$ cat src/rtl/mmio_ctrl_pkg.sv
// Shared constants and types for the memory-mapped I/O controller:
// data width, default decode addresses, pass magic and status FSM encoding.
package mmio_ctrl_pkg;

  localparam int XLEN = 32;

  localparam logic [XLEN-1:0] DEF_CONSOLE_ADDR    = 32'h1000_0000;
  localparam logic [XLEN-1:0] DEF_TEST_STAT_ADDR  = 32'h2000_0000;
  localparam logic [XLEN-1:0] DEF_TEST_PASS_MAGIC = 32'd123456789;

  typedef enum logic [1:0] {
    ST_RUN   = 2'd0,
    ST_DRAIN = 2'd1,
    ST_DONE  = 2'd2
  } stat_state_e;

  // Store strobe qualified by an exact word-address match.
  function automatic logic store_hit(input logic            we,
                                     input logic [XLEN-1:0] addr,
                                     input logic [XLEN-1:0] target);
    return we && (addr == target);
  endfunction

endpackage

$ cat src/rtl/sync_fifo.sv
// Single-clock FIFO with occupancy count; head reads as zero while empty.
// Pointers wrap modulo DEPTH, full/empty come from the count.
module sync_fifo #(
  parameter int WIDTH = 32,
  parameter int DEPTH = 8
) (
  input  logic                     clk,
  input  logic                     reset,
  input  logic                     push,
  input  logic [WIDTH-1:0]         wdata,
  input  logic                     pop,
  output logic [WIDTH-1:0]         head,
  output logic                     full,
  output logic                     empty,
  output logic [$clog2(DEPTH):0]   count
);

  localparam int AW = $clog2(DEPTH);

  if (DEPTH < 2 || (DEPTH & (DEPTH - 1)) != 0) begin : g_bad_depth
    $error("sync_fifo: DEPTH must be a power of two and at least 2");
  end

  logic [WIDTH-1:0] mem [DEPTH];
  logic [AW-1:0]    wr_ptr;
  logic [AW-1:0]    rd_ptr;
  logic [AW:0]      cnt;
  logic             do_push;
  logic             do_pop;

  assign full    = (cnt == (AW+1)'(DEPTH));
  assign empty   = (cnt == '0);
  assign do_push = push && !full;
  assign do_pop  = pop && !empty;

  // NOTE: sequential state uses non-blocking assignments so every flop
  // samples pre-edge values regardless of statement order.
  always_ff @(posedge clk) begin
    if (reset) begin
      wr_ptr <= '0;
      rd_ptr <= '0;
      cnt    <= '0;
    end else begin
      if (do_push) wr_ptr <= wr_ptr + 1'b1;
      if (do_pop)  rd_ptr <= rd_ptr + 1'b1;
      unique case ({do_push, do_pop})
        2'b10:   cnt <= cnt + 1'b1;
        2'b01:   cnt <= cnt - 1'b1;
        default: cnt <= cnt;
      endcase
    end
  end

  // NOTE: storage is deliberately not reset; count and pointers define
  // validity, and leaving the array unreset lets it map onto RAM.
  always_ff @(posedge clk) begin
    if (do_push) mem[wr_ptr] <= wdata;
  end

  assign head  = empty ? '0 : mem[rd_ptr];
  assign count = cnt;

endmodule

$ cat src/rtl/mmio_ctrl.sv
// Routes datapath stores to dmem, the console FIFO or the test-status FSM,
// stalls on a full console FIFO, and reports completion once output drained.
module mmio_ctrl
  import mmio_ctrl_pkg::*;
#(
  parameter logic [XLEN-1:0] CONSOLE_ADDR    = DEF_CONSOLE_ADDR,
  parameter logic [XLEN-1:0] TEST_STAT_ADDR  = DEF_TEST_STAT_ADDR,
  parameter logic [XLEN-1:0] TEST_PASS_MAGIC = DEF_TEST_PASS_MAGIC,
  parameter int              FIFO_DEPTH      = 8
) (
  input  logic                          clk,
  input  logic                          reset,
  input  logic [XLEN-1:0]               cpu_addr,
  input  logic [XLEN-1:0]               cpu_wdata,
  input  logic                          cpu_we,
  output logic                          cpu_stall,
  output logic [XLEN-1:0]               dmem_addr,
  output logic [XLEN-1:0]               dmem_wdata,
  output logic                          dmem_we,
  output logic [XLEN-1:0]               console_wdata,
  output logic                          console_valid,
  input  logic                          console_ready,
  output logic [$clog2(FIFO_DEPTH):0]   fifo_count,
  output logic                          test_done,
  output logic                          test_passed
);

  logic        con_wr;
  logic        st_wr;
  logic        fifo_full;
  logic        fifo_empty;
  logic        fifo_push;
  logic        fifo_pop;

  stat_state_e state_q;
  stat_state_e state_d;
  logic        pass_q;
  logic        pass_d;

  // Address decode; status and console writes never reach dmem.
  assign con_wr     = store_hit(cpu_we, cpu_addr, CONSOLE_ADDR);
  assign st_wr      = store_hit(cpu_we, cpu_addr, TEST_STAT_ADDR);
  assign dmem_we    = cpu_we && !con_wr && !st_wr;
  assign dmem_addr  = cpu_addr;
  assign dmem_wdata = dmem_we ? cpu_wdata : '0;

  // No pop bypass: a full FIFO stalls even while it is draining.
  assign cpu_stall     = con_wr && fifo_full;
  assign fifo_push     = con_wr && !fifo_full;
  assign fifo_pop      = console_valid && console_ready;
  assign console_valid = !fifo_empty;

  sync_fifo #(
    .WIDTH (XLEN),
    .DEPTH (FIFO_DEPTH)
  ) u_console_fifo (
    .clk   (clk),
    .reset (reset),
    .push  (fifo_push),
    .wdata (cpu_wdata),
    .pop   (fifo_pop),
    .head  (console_wdata),
    .full  (fifo_full),
    .empty (fifo_empty),
    .count (fifo_count)
  );

  always_ff @(posedge clk) begin
    if (reset) begin
      state_q <= ST_RUN;
      pass_q  <= 1'b0;
    end else begin
      state_q <= state_d;
      pass_q  <= pass_d;
    end
  end

  // NOTE: defaults assigned first so no path through the case leaves a
  // combinational output unassigned, which would infer a latch.
  always_comb begin
    state_d = state_q;
    pass_d  = pass_q;
    unique case (state_q)
      ST_RUN: begin
        if (st_wr) begin
          pass_d  = (cpu_wdata == TEST_PASS_MAGIC);
          state_d = ST_DRAIN;
        end
      end
      ST_DRAIN: begin
        if (fifo_empty && !fifo_push) state_d = ST_DONE;
      end
      ST_DONE:  state_d = ST_DONE;
      default:  state_d = ST_RUN;
    endcase
  end

  assign test_done   = (state_q == ST_DONE);
  assign test_passed = pass_q && test_done;

endmodule

$ cat config.mk
export PLATFORM = sky130hd
export DESIGN_NAME = mmio_ctrl
export DESIGN_NICKNAME = d
export VERILOG_FILES = /design/src/rtl/mmio_ctrl_pkg.sv /design/src/rtl/sync_fifo.sv /design/src/rtl/mmio_ctrl.sv
export SDC_FILE = /design/constraint.sdc
export NUM_CORES = 1
export LEC_CHECK = 0
export CORE_MARGIN = 1.5
export CORE_UTILIZATION = 54
export CTS_CLUSTER_SIZE = 40
export DETAILED_ROUTE_END_ITERATION = 8
export PLACE_DENSITY_LB_ADDON = 0.12
export SLEW_MARGIN = 15
export SYNTH_ARGS = -nofsm -noshare
export SYNTH_HDL_FRONTEND = slang
export SYNTH_SLANG_ARGS = --single-unit
$ cat constraint.sdc
create_clock -name clk -period 5.1 [get_ports clk]
set_input_delay 0.765 -clock clk [delete_from_list [all_inputs] [get_ports clk]]
set_output_delay 0.765 -clock clk [all_outputs]
set_load 0.05 [all_outputs]
==> results of run 1 <==
## stage by stage
step / hold slack, ns / area (µm²)
2_1_floorplan: 0.454 / 11400
3_3_place_gp: 0.480 / 13300
3_5_place_dp: 0.511 / 13300
4_1_cts: 0.523 / 14100
5_1_grt: 0.547 / 14100
6_report: 0.525 / 14100
## tightest hold or removal path: cells and delay by family (launching register included)
kind / cells / cell delay [ns]
DFF: 1 / 0.32
AOI/OAI and AO/OA: 1 / 0.09
and+or+nand+nor: 1 / 0.06
## worst paths after layout
check / endpoint / slack [ns] / cells past startpoint
setup reg to reg: u_console_fifo.count[2]$_SDFFE_PP0P_ / 2.23 / 11
setup / recovery: dmem_wdata[9] / 0.88 / 7
hold / removal: flip-flop / 0.52 / 2
hold reg to reg: flip-flop / 0.52 / 2
## state kept, by name, summed over array words and instances, names as in the netlist, named ones only
register               flops
u_console_fifo.wr_ptr      3
pass_q                     1
u_console_fifo.count       4
u_console_fifo.rd_ptr      3
u_console_fifo.mem       256
state_q                    2
## cells by family after synthesis
group | count (synthesis) | synth area share [%]
AND/OR/NAND/NOR | 133 | 8.11
AO/OA/AOI/OAI | 16 | 0.912
multiplexers | 100 | 15.8
buffers and inverters | 65 | 3.31
flip-flops | 272 | 70.3
adder cells (fa/ha/maj) | 8 | 0.879
XOR/XNOR | 8 | 0.616
## area by class of cell
class	instances	area (µm²)	area share, %
tap	270	338	2.39
timing repair buffer	188	1870	13.2
multi-input combinational	265	3050	21.6
clock buffer	40	724	5.13
sequential	272	8010	56.8
inverter	6	22.5	0.160
clock inverter	9	98.8	0.700
## Yosys cell counts, types with 3 or more instances
cell type	n
mux4_2	64
buf_2	10
nor3_1	4
dfxtp_1	16
nand2_1	10
nor4_1	3
xor2_1	6
buf_1	6
and2_1	33
mux2i_1	36
edfxtp_1	256
nor4_4	8
ha_1	8
buf_4	32
inv_1	4
nand2b_1	3
a21oi_1	6
and3b_1	3
nor2_1	44
nand3_1	3
nor4bb_1	6
clkbuf_1	11
## routing by layer
layer / wire [µm] / GRT usage, % / up-vias / share of wire (%)
li1: - / - / 2673 / -
met1: 9580 / 29.7 / 3100 / 40
met2: 12200 / 37.8 / 234 / 51
met3: 1530 / 3.77 / 41 / 6.4
met4: 501 / 6.24 / 0 / 2.1
met5: 0 / 0 / - / 0
## power by group
part           internal, mW    switching, mW  total (mW)
Clock                  1.08            0.774        1.86
Sequential             2.44  0.0000000000925        2.44
Combinational         0.101            0.171       0.272
Total                  3.62            0.945        4.57
==> flow_summary.toml, run 1 <==
[clock_network]
worstSkewPairLatency_ns = 0.51
cts-htree-levels = 1
clockBufferDepth = 3
cts_tree = "done"
root_buffer = "clkbuf_16"
ctsHoldBuffers = 0
clock_sinks = 272
path_clk_slew_ns = 0.05
post_cts_buffers = 0
post_cts_resized = 0
cts_buffers = 27

[worst_setup_path]
critPathSlowestCell = "clkdlybuf4s50_1"
cp_slowest_stage_delay_ns = 0.82
crit_start = "cpu_addr[7]"
worst_path_dominant_cell_family = "buffers and inverters"
cp_max_fo = 33
critical_path.cell_chain = "clkdlybuf4s50_1 > nor4_4 > nand4_4 > nor2_4 > a21boi_4 > and2_1 > clkdlybuf4s50_1"
cp_common_cell = "clkdlybuf4s50_1"
required_ns = 4.34
setup.worst_path.start_class = "input port"
crit_arrival_ns = 3.46
crit_type = "input port to primary output"
r2r-start = "u_console_fifo.count[0]$_SDFFE_PP0P_"
cp_num_buf_inv = 2
end_kind = "primary output"

[pwr]
p_leak_nw = 4.38
pwr_density_cell_mw_per_mm2 = 324
finalPower_mw = 4.57
ir_drop_mv = 0.261

[sta]
fmax_mhz = 237
setup_ws_ns = 0.878
slew_headroom_pct = 34.5
slew_viol_final = 0
fin_setup_tns_ns = 0
skew_ns = 0.00862
hold_violations = 0
worst_slew_pin_slew_ns = 0.982
setup_viol = 0
min_period_over_period_pct = 82.8
rsz0062_at_grt = "no"
period_minus_slack_ns = 4.22

[layout]
fin_util_pct = 69.1
fin_cells = 1050
final_common_cell = "edfxtp_1"
syn_to_final_growth_pct = 24.0
layout.nets = 836
drive_gt1_share_pct = 18.7
fillers = 1347
diodes = 0
final_cell_mix = "edfxtp_1 (256), clkdlybuf4s50_1 (172), mux4_2 (64), nor2_1 (43), mux2i_1 (36)"

[floorplanning]
core.rowCount = 52
top_level_ports = 173
die_w_um = 148
initial_core_util_pct = 55.7
die_area_mm2 = 0.0220
design.core.area_mm2 = 0.0204
die_y_um = 148

[global_routing]
first_global_vias = 6418
grt_pass1_wl_um = 36600
grt_use_total_pct = 22.1
grt_max_degree = 35
gr-total-overflow = 0
antenna_found_initial = 1

[synthesis]
yosys-top-cells-area = "edfxtp_1 (68%), mux4_2 (13%), mux2i_1 (3.2%), dfxtp_1 (2.8%), buf_4 (2.1%)"
synth_area_mm2 = 0.0114
ys_types = 44
ys_seq_area_share_pct = 70.3
synth.largest_area_cell = "edfxtp_1"
yosysWarnings = 0
netlist_instances = 602
async_flop_share_pct = 0
synth_enable_flop_cells = 256
synthFlopType = "edfxtp_1"
synth_top_area_share_pct = 67.5
synth-seq-cells = 272
syn_nets = 678
syn_avg_cell_area_um2 = 18.9

[placed_design]
dp_cells = 1001
place_hpwl_um = 14600
dp_slack_ns = 0.865
gp_congestion = 0.732
portBuffers = 172

[routing]
drc = 0
antenna_left = 0
vias = 6048
drtIter0Drc = 427
drt-pass1-iter-count = 4
viasPerCell = 5.76
postRouteWirelength_um = 23800
wl_per_cell_um = 22.7

[worst_hold_path]
hold_class = "flip-flop to flip-flop"
min-delay-start = "u_console_fifo.rd_ptr[1]$_SDFFE_PP0N_"

[status]
status = "completed"

[run]
drv_cap = 0
(Power assumes the default switching activity.)
==> inputs of run 2 (changes only) <==
--- a/config.mk
+++ b/config.mk
@@ -6,7 +6,7 @@
 export NUM_CORES = 1
 export LEC_CHECK = 0
 export CORE_MARGIN = 1.5
-export CORE_UTILIZATION = 54
+export CORE_UTILIZATION = 49
 export CTS_CLUSTER_SIZE = 40
 export DETAILED_ROUTE_END_ITERATION = 8
 export PLACE_DENSITY_LB_ADDON = 0.12
==> constraint.sdc (replaced) <==
create_clock -name clk -period 3.75 [get_ports clk]
set_input_delay 0.5625 -clock clk [delete_from_list [all_inputs] [get_ports clk]]
set_output_delay 0.5625 -clock clk [all_outputs]
set_load 0.05 [all_outputs]
==> run 2 against run 1 <==
Total power is 34% higher; via count is 0.45% lower; clock power is 32% higher; non-clock buffer count is 9 higher; sequential share of layout area is 0.11 points lower; register-to-register slack worse by 1.4 ns; highest routed layer unchanged; clock-buffer cell count is 7 lower; setup slack worse by 0.67 ns; cell count is 2.2% higher; first-iteration DRC count is 22% lower; core utilization is 6.8 points lower; global-route usage is 1.2 points lower.
==> flow_summary.toml, run 2 (synthesized netlist as in run 1, its figures left out) <==
[status]
status = "completed"

[worst_setup_path]
critical_path.cell_chain = "buf_12 > mux4_2 > mux2i_1 > nor2_1 > clkdlybuf4s50_1"
cp_max_fo = 26
cp_slowest_stage_delay_ns = 0.72
setup.worst_path.start_class = "flip-flop"
end_kind = "primary output"
r2r-start = "u_console_fifo.count[0]$_SDFFE_PP0P_"
cp_num_buf_inv = 2
crit_type = "flip-flop to primary output"
r2r_slack_ns = 0.81
crit_arrival_ns = 2.97
required_ns = 3.19
worst_path_dominant_cell_family = "buffers and inverters"
critPathSlowestCell = "clkdlybuf4s50_1"
r2r_end = "u_console_fifo.count[2]$_SDFFE_PP0P_"
r2r_cells = 12

[sta]
min_period_over_period_pct = 94.3
worst_slew_pin_slew_ns = 0.531
slew_viol_final = 0
period_minus_slack_ns = 3.54
skew_ns = 0.00717
setup_viol = 0
slew_headroom_pct = 64.5
fin_setup_tns_ns = 0
rsz0062_at_grt = "no"
fmax_mhz = 283
hold_violations = 0

[layout]
final_area_mm2 = 0.0141
final_common_cell = "edfxtp_1"
syn_to_final_growth_pct = 24.2
largest_reg_flops = 256
layout.nets = 845
fin_cells = 1073
regMostFlops = "u_console_fifo.mem"
fin_util_pct = 62.3
final_cell_mix = "edfxtp_1 (256), clkdlybuf4s50_1 (146), mux4_2 (64), buf_4 (47), nor2_1 (43)"
drive_gt1_share_pct = 23.0
diodes = 0

[routing]
vias = 6021
postRouteWirelength_um = 24700
drc = 0
drtIter0Drc = 333
viasPerCell = 5.61
drt-pass1-iter-count = 4
wl_per_cell_um = 23.0
antenna_left = 0

[global_routing]
grt_pass1_wl_um = 37900
met1_usage_pct = 29.5
grt_use_total_pct = 21.0
grt_max_degree = 53
antenna_found_initial = 0
met3_usage_pct = 2.92
top_usage_layer = "met2"
grt_util_met2_pct = 35.6
first_global_vias = 6407
gr-total-overflow = 0

[pwr]
ir_drop_mv = 0.246
p_leak_nw = 4.46
pwr_density_cell_mw_per_mm2 = 434

[clock_network]
ctsHoldBuffers = 0
worstSkewPairLatency_ns = 0.52
post_cts_buffers = 0
clockBufferDepth = 3
root_buffer = "clkbuf_16"
cts_buffers = 27
cts-htree-levels = 1
cts_tree = "done"
clock_sinks = 272
post_cts_resized = 0
path_clk_slew_ns = 0.06

[floorplanning]
die_w_um = 155
core.rowCount = 55
initial_core_util_pct = 50.1
design.core.area_mm2 = 0.0227
top_level_ports = 173
die_y_um = 155
die_area_mm2 = 0.0242

[worst_hold_path]
min_to = "state_q[1]$_SDFFE_PP0P_"
hold_class = "flip-flop to flip-flop"
min-delay-start = "state_q[1]$_SDFFE_PP0P_"
whs_path_depth = 2

[placed_design]
placed_area_mm2 = 0.0133
dp_cells = 1025
gp_congestion = 0.717
place_hpwl_um = 15100
portBuffers = 172

[run]
drv_cap = 0
==> run 2: cell types whose count changed in the layout (fill, tap and decap cells not counted) <==
cell / change
buf_4: +33
clkdlybuf4s50_1: -26
nor3_2: -1
buf_12: +2
bufinv_16: -1
clkbuf_1: -7
clkinv_4: +1
clkinv_1: +6
nor3_4: +1
==> run 2: worst max path at each step <==
stage | start | to | slack, ns | depth (start not counted)
4_1_cts | flip-flop | console_wdata[25] | 0.12 | 5
5_1_grt | flip-flop | console_wdata[25] | 0.06 | 5
3_3_place_gp | cpu_addr[16] | dmem_wdata[1] | 0.31 | 7
2_1_floorplan | cpu_addr[24] | u_console_fifo.mem[0][0]$_DFFE_PP_ | 0.07 | 5
6_report | flip-flop | console_wdata[25] | 0.21 | 5
3_5_place_dp | cpu_addr[24] | u_console_fifo.count[2]$_SDFFE_PP0P_ | 0.19 | 12
==> run 2: layout make-up <==
type / count / area, µm²
fill: 1637 / 8570
sequential: 272 / 8010
multi-input combinational: 265 / 3060
timing repair buffer: 197 / 1890
clock buffer: 33 / 698
tap: 285 / 357
clock inverter: 15 / 100
inverter: 6 / 22.5
==> run 2: report_power, final <==
part           leakage (nW)  total, mW  internal (mW)   switching [mW]
clock                 0.385       2.45           1.39             1.06
sequential             2.43       3.32           3.32  0.0000000000908
combinational          1.65      0.369          0.135            0.234
==> run 2: worst reg2reg max path, cell delays in order, from the launching register on <==
cell and delay, ns:
dfxtp_1 0.40, nor4_4 0.28, buf_4 0.48, inv_2 0.15, nand2_1 0.15, inv_1 0.09
ha_1 0.25, xor2_1 0.16, ha_1 0.19, a21oi_1 0.17, xor2_1 0.11, or3_1 0.32
a21oi_1 0.14
==> run 2: layer usage <==
metal  share of wire [%]  routed length, µm
met1                  44              10800
met2                  50              12300
met3                 5.5               1350
met4                 1.2                292
met5                   0                  0
==> run 2: through the flow <==
stage | hold slack (ns) | setup WS, ns | total power, mW
after floorplan | 0.454 | 0.0697 | 3.57
final | 0.500 | 0.213 | 6.13
after CTS | 0.507 | 0.120 | 6.19
after detailed placement | 0.493 | 0.192 | 3.75
after global routing | 0.532 | 0.0626 | 6.31
after global placement | 0.461 | 0.313 | 3.75
